### config.mk
export PLATFORM = sky130hd
export DESIGN_NAME = oric_scan_doubler
export DESIGN_NICKNAME = d
export VERILOG_FILES = /design/src/rtl/oric_scan_doubler.sv
export SDC_FILE = /design/constraint.sdc
export NUM_CORES = 2
export LEC_CHECK = 0
export BUFFER_PORTS_ARGS = -buffer_cell sky130_fd_sc_hd__buf_2
export CORE_MARGIN = 2
export CORE_UTILIZATION = 58
export DETAILED_ROUTE_END_ITERATION = 6
export GPL_TIMING_DRIVEN = 1
export PLACE_DENSITY = 0.74
export SETUP_SLACK_MARGIN = 0.2
export SLEW_MARGIN = 15
export SYNTH_ARGS = -nofsm -noshare
export SYNTH_HDL_FRONTEND = slang
export SYNTH_SLANG_ARGS = --single-unit
### constraint.sdc
create_clock -name CLK -period 13.35 [get_ports CLK]
set_input_delay 1.335 -clock CLK [delete_from_list [all_inputs] [get_ports CLK]]
set_output_delay 1.335 -clock CLK [all_outputs]
set_load 0.03 [all_outputs]
### src/rtl/oric_scan_doubler.sv
// Scan doubler for the Oric ULA: captures each 15.6 kHz line at 6 MHz into one bank
// of a two-bank line buffer and replays the other bank twice at 12 MHz.
module oric_scan_doubler #(
    parameter int HS_WIDTH  = 24,
    parameter int VS_DETECT = 96,
    parameter int LINE_CLKS = 768
) (
    input  logic CLK,
    input  logic nRESET,
    input  logic SYNC,
    input  logic RED,
    input  logic GREEN,
    input  logic BLUE,
    output logic VGA_R,
    output logic VGA_G,
    output logic VGA_B,
    output logic VGA_HS,
    output logic VGA_VS,
    output logic LOCKED
);

    localparam int HALF = LINE_CLKS / 2;
    localparam int XW   = $clog2(LINE_CLKS);
    localparam int AW   = $clog2(HALF);
    localparam int CW   = $clog2(VS_DETECT + 1);

    localparam logic [XW-1:0] HALF_X = XW'(HALF);
    localparam logic [XW-1:0] LAST_X = XW'(LINE_CLKS - 1);
    localparam logic [XW-1:0] HS_X   = XW'(HS_WIDTH);
    localparam logic [CW-1:0] VS_MAX = CW'(VS_DETECT);

    logic          s1_reg;
    logic          s2_reg;
    logic [2:0]    rgb1_reg;
    logic [XW-1:0] in_x_reg;
    logic          in_bank_reg;
    logic [CW-1:0] low_cnt_reg;
    logic [2:0]    rgb_out_reg;
    logic          hs_reg;
    logic          vs_reg;
    logic          locked_reg;

    logic          fall;
    logic          wrap;
    logic          blank;
    logic [XW-1:0] out_x;
    logic [AW-1:0] wr_addr;
    logic [AW-1:0] rd_addr;

    logic [2:0] line_buf [0:1][0:HALF-1];

    assign fall    = s2_reg & ~s1_reg;
    assign wrap    = (in_x_reg == LAST_X);
    assign out_x   = (in_x_reg < HALF_X) ? in_x_reg : (in_x_reg - HALF_X);
    assign blank   = (out_x < HS_X);
    assign wr_addr = AW'(in_x_reg >> 1);
    assign rd_addr = AW'(out_x);

    // Capture on odd clocks only: the ULA pixel rate is half the clock rate.
    always_ff @(posedge CLK) begin
        if (in_x_reg[0]) begin
            line_buf[in_bank_reg][wr_addr] <= rgb1_reg;
        end
    end

    always_ff @(posedge CLK or negedge nRESET) begin
        if (!nRESET) begin
            s1_reg      <= 1'b1;
            s2_reg      <= 1'b1;
            rgb1_reg    <= 3'b000;
            in_x_reg    <= '0;
            in_bank_reg <= 1'b0;
            low_cnt_reg <= '0;
            rgb_out_reg <= 3'b000;
            hs_reg      <= 1'b1;
            vs_reg      <= 1'b1;
            locked_reg  <= 1'b0;
        end else begin
            s1_reg   <= SYNC;
            s2_reg   <= s1_reg;
            rgb1_reg <= {RED, GREEN, BLUE};

            // A coincident wrap and fall is a single line start.
            if (fall || wrap) begin
                in_x_reg    <= '0;
                in_bank_reg <= ~in_bank_reg;
            end else begin
                in_x_reg <= in_x_reg + XW'(1);
            end

            if (s1_reg) begin
                low_cnt_reg <= '0;
            end else if (low_cnt_reg != VS_MAX) begin
                low_cnt_reg <= low_cnt_reg + CW'(1);
            end

            if (fall) begin
                locked_reg <= wrap;
            end

            hs_reg      <= ~blank;
            rgb_out_reg <= blank ? 3'b000 : line_buf[~in_bank_reg][rd_addr];
            // Gating with s1 releases vsync as soon as SYNC goes high again.
            vs_reg      <= ~((low_cnt_reg == VS_MAX) && !s1_reg);
        end
    end

    assign VGA_R  = rgb_out_reg[2];
    assign VGA_G  = rgb_out_reg[1];
    assign VGA_B  = rgb_out_reg[0];
    assign VGA_HS = hs_reg;
    assign VGA_VS = vs_reg;
    assign LOCKED = locked_reg;

endmodule

## Yosys cells after proc, flatten, opt, wreduce, memory -nomap -nowiden

Memories as Yosys holds them, arrays and structs flattened.
Index checks and enable logic that the tools add are counted.

| word-level totals | value |
|---|---|
| flip-flop bits (word level) | 29 |
| RAM bits | 2304 |
| bits of input ports | 6 |
| output and inout bits | 6 |
| memories kept | 1 |

Memories:

| name | words | width | read ports | clocked after memory_dff | write ports | line | RTL |
|---|---|---|---|---|---|---|---|
| line_buf | 2 | 1152 | 1 | 0 | 1 | 50 | `logic [2:0] line_buf [0:1][0:HALF-1];` |

| cells by class | value |
|---|---|
| add/subtract/negate cells | 3 |
| order comparisons | 5 |
| equality and inequality tests | 3 |
| multiplexer cells | 12 |
| bitwise logic cells | 7 |
| reductions and logical operators | 5 |

Operator list:

| operator | count |
|---|---|
| $mux W1152 | 1 |
| $bmux W3 S9 | 1 |
| $demux W3 S9 | 1 |
| $ge A10 B10 Y1 const B | 2 |
| $mux W10 | 2 |
| $not A9 Y10 | 2 |
| $mux W7 | 2 |
| $mux W3 | 4 |
| $add A10 B1 Y10 const B | 1 |
| $eq A10 B10 Y1 const B | 1 |
| $lt A10 B1 Y1 const B | 1 |
| $lt A10 B5 Y1 const B | 1 |
| $lt A10 B9 Y1 const B | 1 |
| $sub A10 B9 Y10 const B | 1 |
| $add A7 B1 Y7 const B | 1 |
| $eq A7 B7 Y1 const B | 1 |
| $ne A7 B7 Y1 const B | 1 |
| $not A1 Y1 | 4 |
| $logic_and A1 B1 Y1 | 2 |
| $reduce_bool A2 Y1 | 1 |
| $and A1 B1 Y1 | 1 |
| $logic_not A1 Y1 | 1 |
| $logic_or A1 B1 Y1 | 1 |
| $mux W1 | 1 |

## Depth between registers and ports, before layout

| logic depth | value |
|---|---|
| depth in word-level cells | 7 |
| mapped depth | 15 |

## Least setup slack after synthesis

OpenSTA, ideal clock, no wires.

| path | value |
|---|---|
| kind | register to register |
| start point | register rgb1_reg[0] |
| end point | memory line_buf[0][0] (netlist bit) (data pin) |
| setup time | 2.002 ns |
| data arrival time | 8.931 ns |
| data required time | 11.348 ns |
| slack | 2.417 ns |
| cell stages (with the launch flop) | 1 |
| period minus slack after synthesis | 10.933 ns |
| path through | dfrtp_1 |

RTL lines:

| what | line | RTL |
|---|---|---|
| start, declared | 34 | `logic [2:0] rgb1_reg;` |
| start signal, assigned | 81 | `rgb1_reg <= {RED, GREEN, BLUE};` |
| end, declared | 50 |  |

Straight into the memory's write port.

## Worst setup path after layout

| path | value |
|---|---|
| start point | register in_bank_reg |
| end point | register rgb_out_reg[1] |

| between the ends | value |
|---|---|
| longest elaborated chain between the ends | 6 |

RTL lines:

| what | line | RTL |
|---|---|---|
| start, declared | 36 | `logic in_bank_reg;` |
| start signal, assigned | 86 | `in_bank_reg <= ~in_bank_reg;` |
| $not A1 Y1 | 102 | `rgb_out_reg <= blank ? 3'b000 : line_buf[~in_bank_reg][rd_addr];` |
| $mem_v2 Z2 W1152 | -- |  |
| $bmux W3 S9 | 102 |  |
| $mux W3 (not written as such) (2 in a row) | 102 |  |
| $mux W3 | 102 |  |
| end signal, assigned | 102 |  |
| end, declared | 38 | `logic [2:0] rgb_out_reg;` |

Every way passes these cells. The select of a mux whose other input is x is not followed.
A chain may end at the register's enable or synchronous reset.

==> results.txt <==
----------------------------------------------------
[Power]
  Max IR drop VDD ... 165 µV
  Power, Total ... 18.1 mW
  Lkg Pwr ... just over 30 nW
  Power Dens Cells ... 177 nW/µm²

[STA]
  Accumulated negative setup slack ... 0 ps
  Achievable Freq ... 0.184 GHz
  Final cycle utilization of the critical path ... 40.6%
  Relative slew margins ... between 10% and 20%
  Final critical-path required period ... about 5400 ps
  Final Hold Violating Endpoints ... 0
  Setup-failing EPs final ... 0
  Unrepaired setup endpoints after global routing ... no
  Measured slew at the worst slew-check pin ... approximately 1200 ps
  Setup Skew ... 51.4 ps
  Max Transition Viols Final ... 0

[Clock network]
  Number of gates resized after CTS ... 0
  CTS clock-pin slew for the worst setup and hold paths ... 60 ps
  Clock latency on the worst-skew pair ... 860 ps
  Clock tree from TritonCTS ... built
  Library cell used as clock root buffer ... clkbuf_16
  Number of buffers created by CTS ... 215
  Maximum count of clock buffers along a single path ... 3
  Hold_buf cts ... 0
  Total number of H-tree levels ... 4
  Count of buffers added by post-CTS timing repair for setup ... 0
  Number of clock sinks seen by CTS ... 2333

[Run]
  Max-cap viol count ... 0

[Synthesis]
  Distinct cell type count after synthesis ... 67
  Number of synthesized register bits ... 2333
  Sequential cell area fraction in the yosys report ... approximately 75%
  Average footprint of a synthesized cell ... 19.2 µm²
  Number of standard cells after synthesis ... between 4000 and 5000
  Synth Cell Area ... 93100 µm²
  Synthesized net count ... 4857
  Yosys warning total ... 0
  Leading cell type by number of instances after synthesis ... edfxtp_1
  Yosys top cell area share ... between 70% and 80%
  Cell type contributing the most total cell area after synthesis ... edfxtp_1
  Count of flip-flops with a built-in enable after synthesis ... approximately 2300
  Most area-consuming cells after synthesis ... edfxtp_1 74%, mux4_2 13%, nor2_1 3.4%
  Most used DFF post-synth ... edfxtp_1
  Most frequent cells after synthesis ... 2304 x edfxtp_1, 838 x nor2_1, 558 x mux4_2, 213 x clkbuf_1, 122 x mux2i_1
  Post-synthesis async set-or-reset flop share ... 1.24%

[Route]
  Via count ... 48600
  Wire length reported by the detailed router ... around 240000 µm
  Final routed wire length divided by cell count ... 33.9 µm
  Wire length on met1 ... 86600 µm
  Number of design-rule violations left by the first detailed-router iteration ... approximately 8000
  Met2 WL ... roughly 110000 µm
  Average vias per placed instance ... between 6 and 7
  Router iterations before antenna repair ... 6
  Uppermost routed layer ... met5
  Number of antenna-violating nets in the routed design ... 0
  DRC viols ... 0
  Met3 Routed Length ... 29700 µm

[Min path]
  Hold Crit Start ... s1_reg$_DFF_PN1_
  Min-Delay Path Class ... flop to flop

[Setup path]
  Crit path arrival time ... about 6100 ps
  CP Max Fanout ... 99
  Sequence of cells on the critical path ... buf_12, buf_4, mux4_2, mux4_2, mux2_2, a22oi_1, a22oi_1, a211oi_1, o31ai_1
  Crit. End Element ... flop
  Critical path launch point type ... flop
  WS Path Type ... flop to flop
  Worst setup path start ... in_bank_reg$_DFFE_PN0N_
  Critical-path cell with the highest stage delay ... dfrtp_4
  Largest incremental delay on the critical path ... 970 ps
  Reg-to-reg critical path startpoint ... in_bank_reg$_DFFE_PN0N_
  Crit path required time ... 14050 ps

[Finish]
  Layout fillers ... 10500
  Area growth from synthesis to layout ... 9.52%
  Multi-input gate area ... 21400 µm²
  Final net count ... 4835
  Number of flip-flops under the largest register name ... 2304
  Fraction of final layout cells sized beyond drive strength 1 ... 21.7%
  Area of all sequential standard cells ... ~70000 µm²

[Die]
  Die Y ... approximately 400 µm
  Area of the placeable core ... roughly 160000 µm²
  Starting utilization of the core area ... 58.2%
  Placement row count ... ~150
  Chip width ... 405 µm
  Floorplan die area ... 164000 µm²
  Number of ports placed on the die boundary ... 12

[Global route]
  Number of antenna violations at the first check in global routing ... 6
  Pin count of the biggest net entering global routing ... about 270
  Gr ovfl total ... 0
  Via count of the first global-routing pass ... 47800
  Overall routing resource usage ... 29.6%
  Global-route wire length before repair ... 343000 µm

[Placed design]
  DP Wirelength ... 137000 µm
  Final Wtd Congestion ... 0.887
  Number of buffers inserted by port buffering ... 11

[Run status]
  Outcome ... finished, final reports clean

----------------------------------------------------
[per-layer routing]
| metal | vias to the layer above | global-route usage, % |
|---|---|---|
| met5 | - | 0 |
| met4 | 2 | 12.5 |
| met3 | 545 | 7.67 |
| met2 | 3332 | 45.2 |
| met1 | 25300 | 41.0 |
| li1 | 19500 | - |
[cells in the final DEF (no fill, tap or decap), types with 7 or more instances in the layout]
cell type  synthesis  routed
o211ai_1           8       8
clkinv_1           0      40
buf_12             3      10
a31oi_1           10      10
a22oi_1           95      95
mux4_2           558     558
bufinv_16          0      19
a311oi_1           9       9
dfrtp_1           25      16
o31ai_1            8       8
dfrtp_4            0       8
mux2i_1          122     122
o22ai_1           26      26
nand4_1           11      11
mux2_2            21      21
xor2_1             9       9
mux4_1             8       8
a221oi_1          24      24
nand3_1           58      46
nor3_1            14      14
nand2_1           99      69
clkbuf_16          0     219
a32oi_1            7       7
a22o_1            24      24
clkbuf_1         213      49
clkbuf_8           0      11
nor2_1           838     834
o221ai_1           9       9
a21oi_1           49      49
clkinv_2           0      37
edfxtp_1        2304    2304
o21ai_0           19      19
nand3_2            0      11
nand2_2            0      27
inv_1              8       8
buf_4             25     100
buf_2             57      11
nor2b_1           18      10
nand2b_1          13      13
[final timing paths]
| kind | slack, ps | endpoint | cells after the start |
|---|---|---|---|
| max | 7930 | rgb_out_reg[1]$_DFF_PN0_ | 9 |
| min | 470 | s2_reg$_DFF_PN1_ | 0 |
| max reg2reg | 7930 | rgb_out_reg[1]$_DFF_PN0_ | 9 |
| min reg2reg | 470 | s2_reg$_DFF_PN1_ | 0 |
| max in group asynchronous | 12130 | in_x_reg[0]$_DFF_PN0_ | 1 |
| min in group asynchronous | 590 | rgb1_reg[0]$_DFF_PN0_ | 1 |
[cells by family after synthesis]
group | Yosys count | share of synthesized area, %
flip-flops | 2333 | 75.1
AND/OR/NAND/NOR | 1090 | 4.74
XOR/XNOR | 15 | 0.141
adder cells (fa/ha/maj) | 4 | 0.0538
buffers and inverters | 371 | 2.14
AO/OA/AOI/OAI | 325 | 2.53
multiplexers | 709 | 15.3
[power breakdown]
group / leakage (nW) / switching (mW) / internal [mW]
Sequential: 21.1 / 0.0969 / 8.07
Combinational: 6.56 / 2.23 / 1.60
Clock: 3.37 / 2.63 / 3.42
[critical path: cells and delay by family (launching register included)]
family,cells,cell delay [ps]
flip-flops,1,970
AO/OA/AOI/OAI,4,1310
multiplexers,3,1400
buffers and inverters,2,1400
[layout make-up]
| class | count | share of cell area (%) |
|---|---|---|
| Antenna cell | 4 | 0.00982 |
| Clock buffer | 279 | 5.70 |
| Clock inverter | 109 | 1.04 |
| Inverter | 9 | 0.0331 |
| Multi-Input combinational cell | 2143 | 21.0 |
| Sequential cell | 2333 | 68.6 |
| Tap cell | 2086 | 2.56 |
| Timing Repair Buffer | 123 | 1.02 |
[metrics by stage]
stage | area, µm² | hold WS (ps) | cells | setup WS (ps) | utilization [%]
finish | 102000 | 465 | 7086 | 7930 | 63.7
global route | 102000 | 482 | 7082 | 7520 | 63.7
floorplan | 93100 | 353 | 4847 | 2420 | -
global placement | 95000 | 454 | 6693 | 7990 | 59.4
detailed placement | 95000 | 458 | 6693 | 7950 | 59.4
CTS | 102000 | 474 | 7081 | 7950 | 63.7
(Power assumes the default switching activity.)
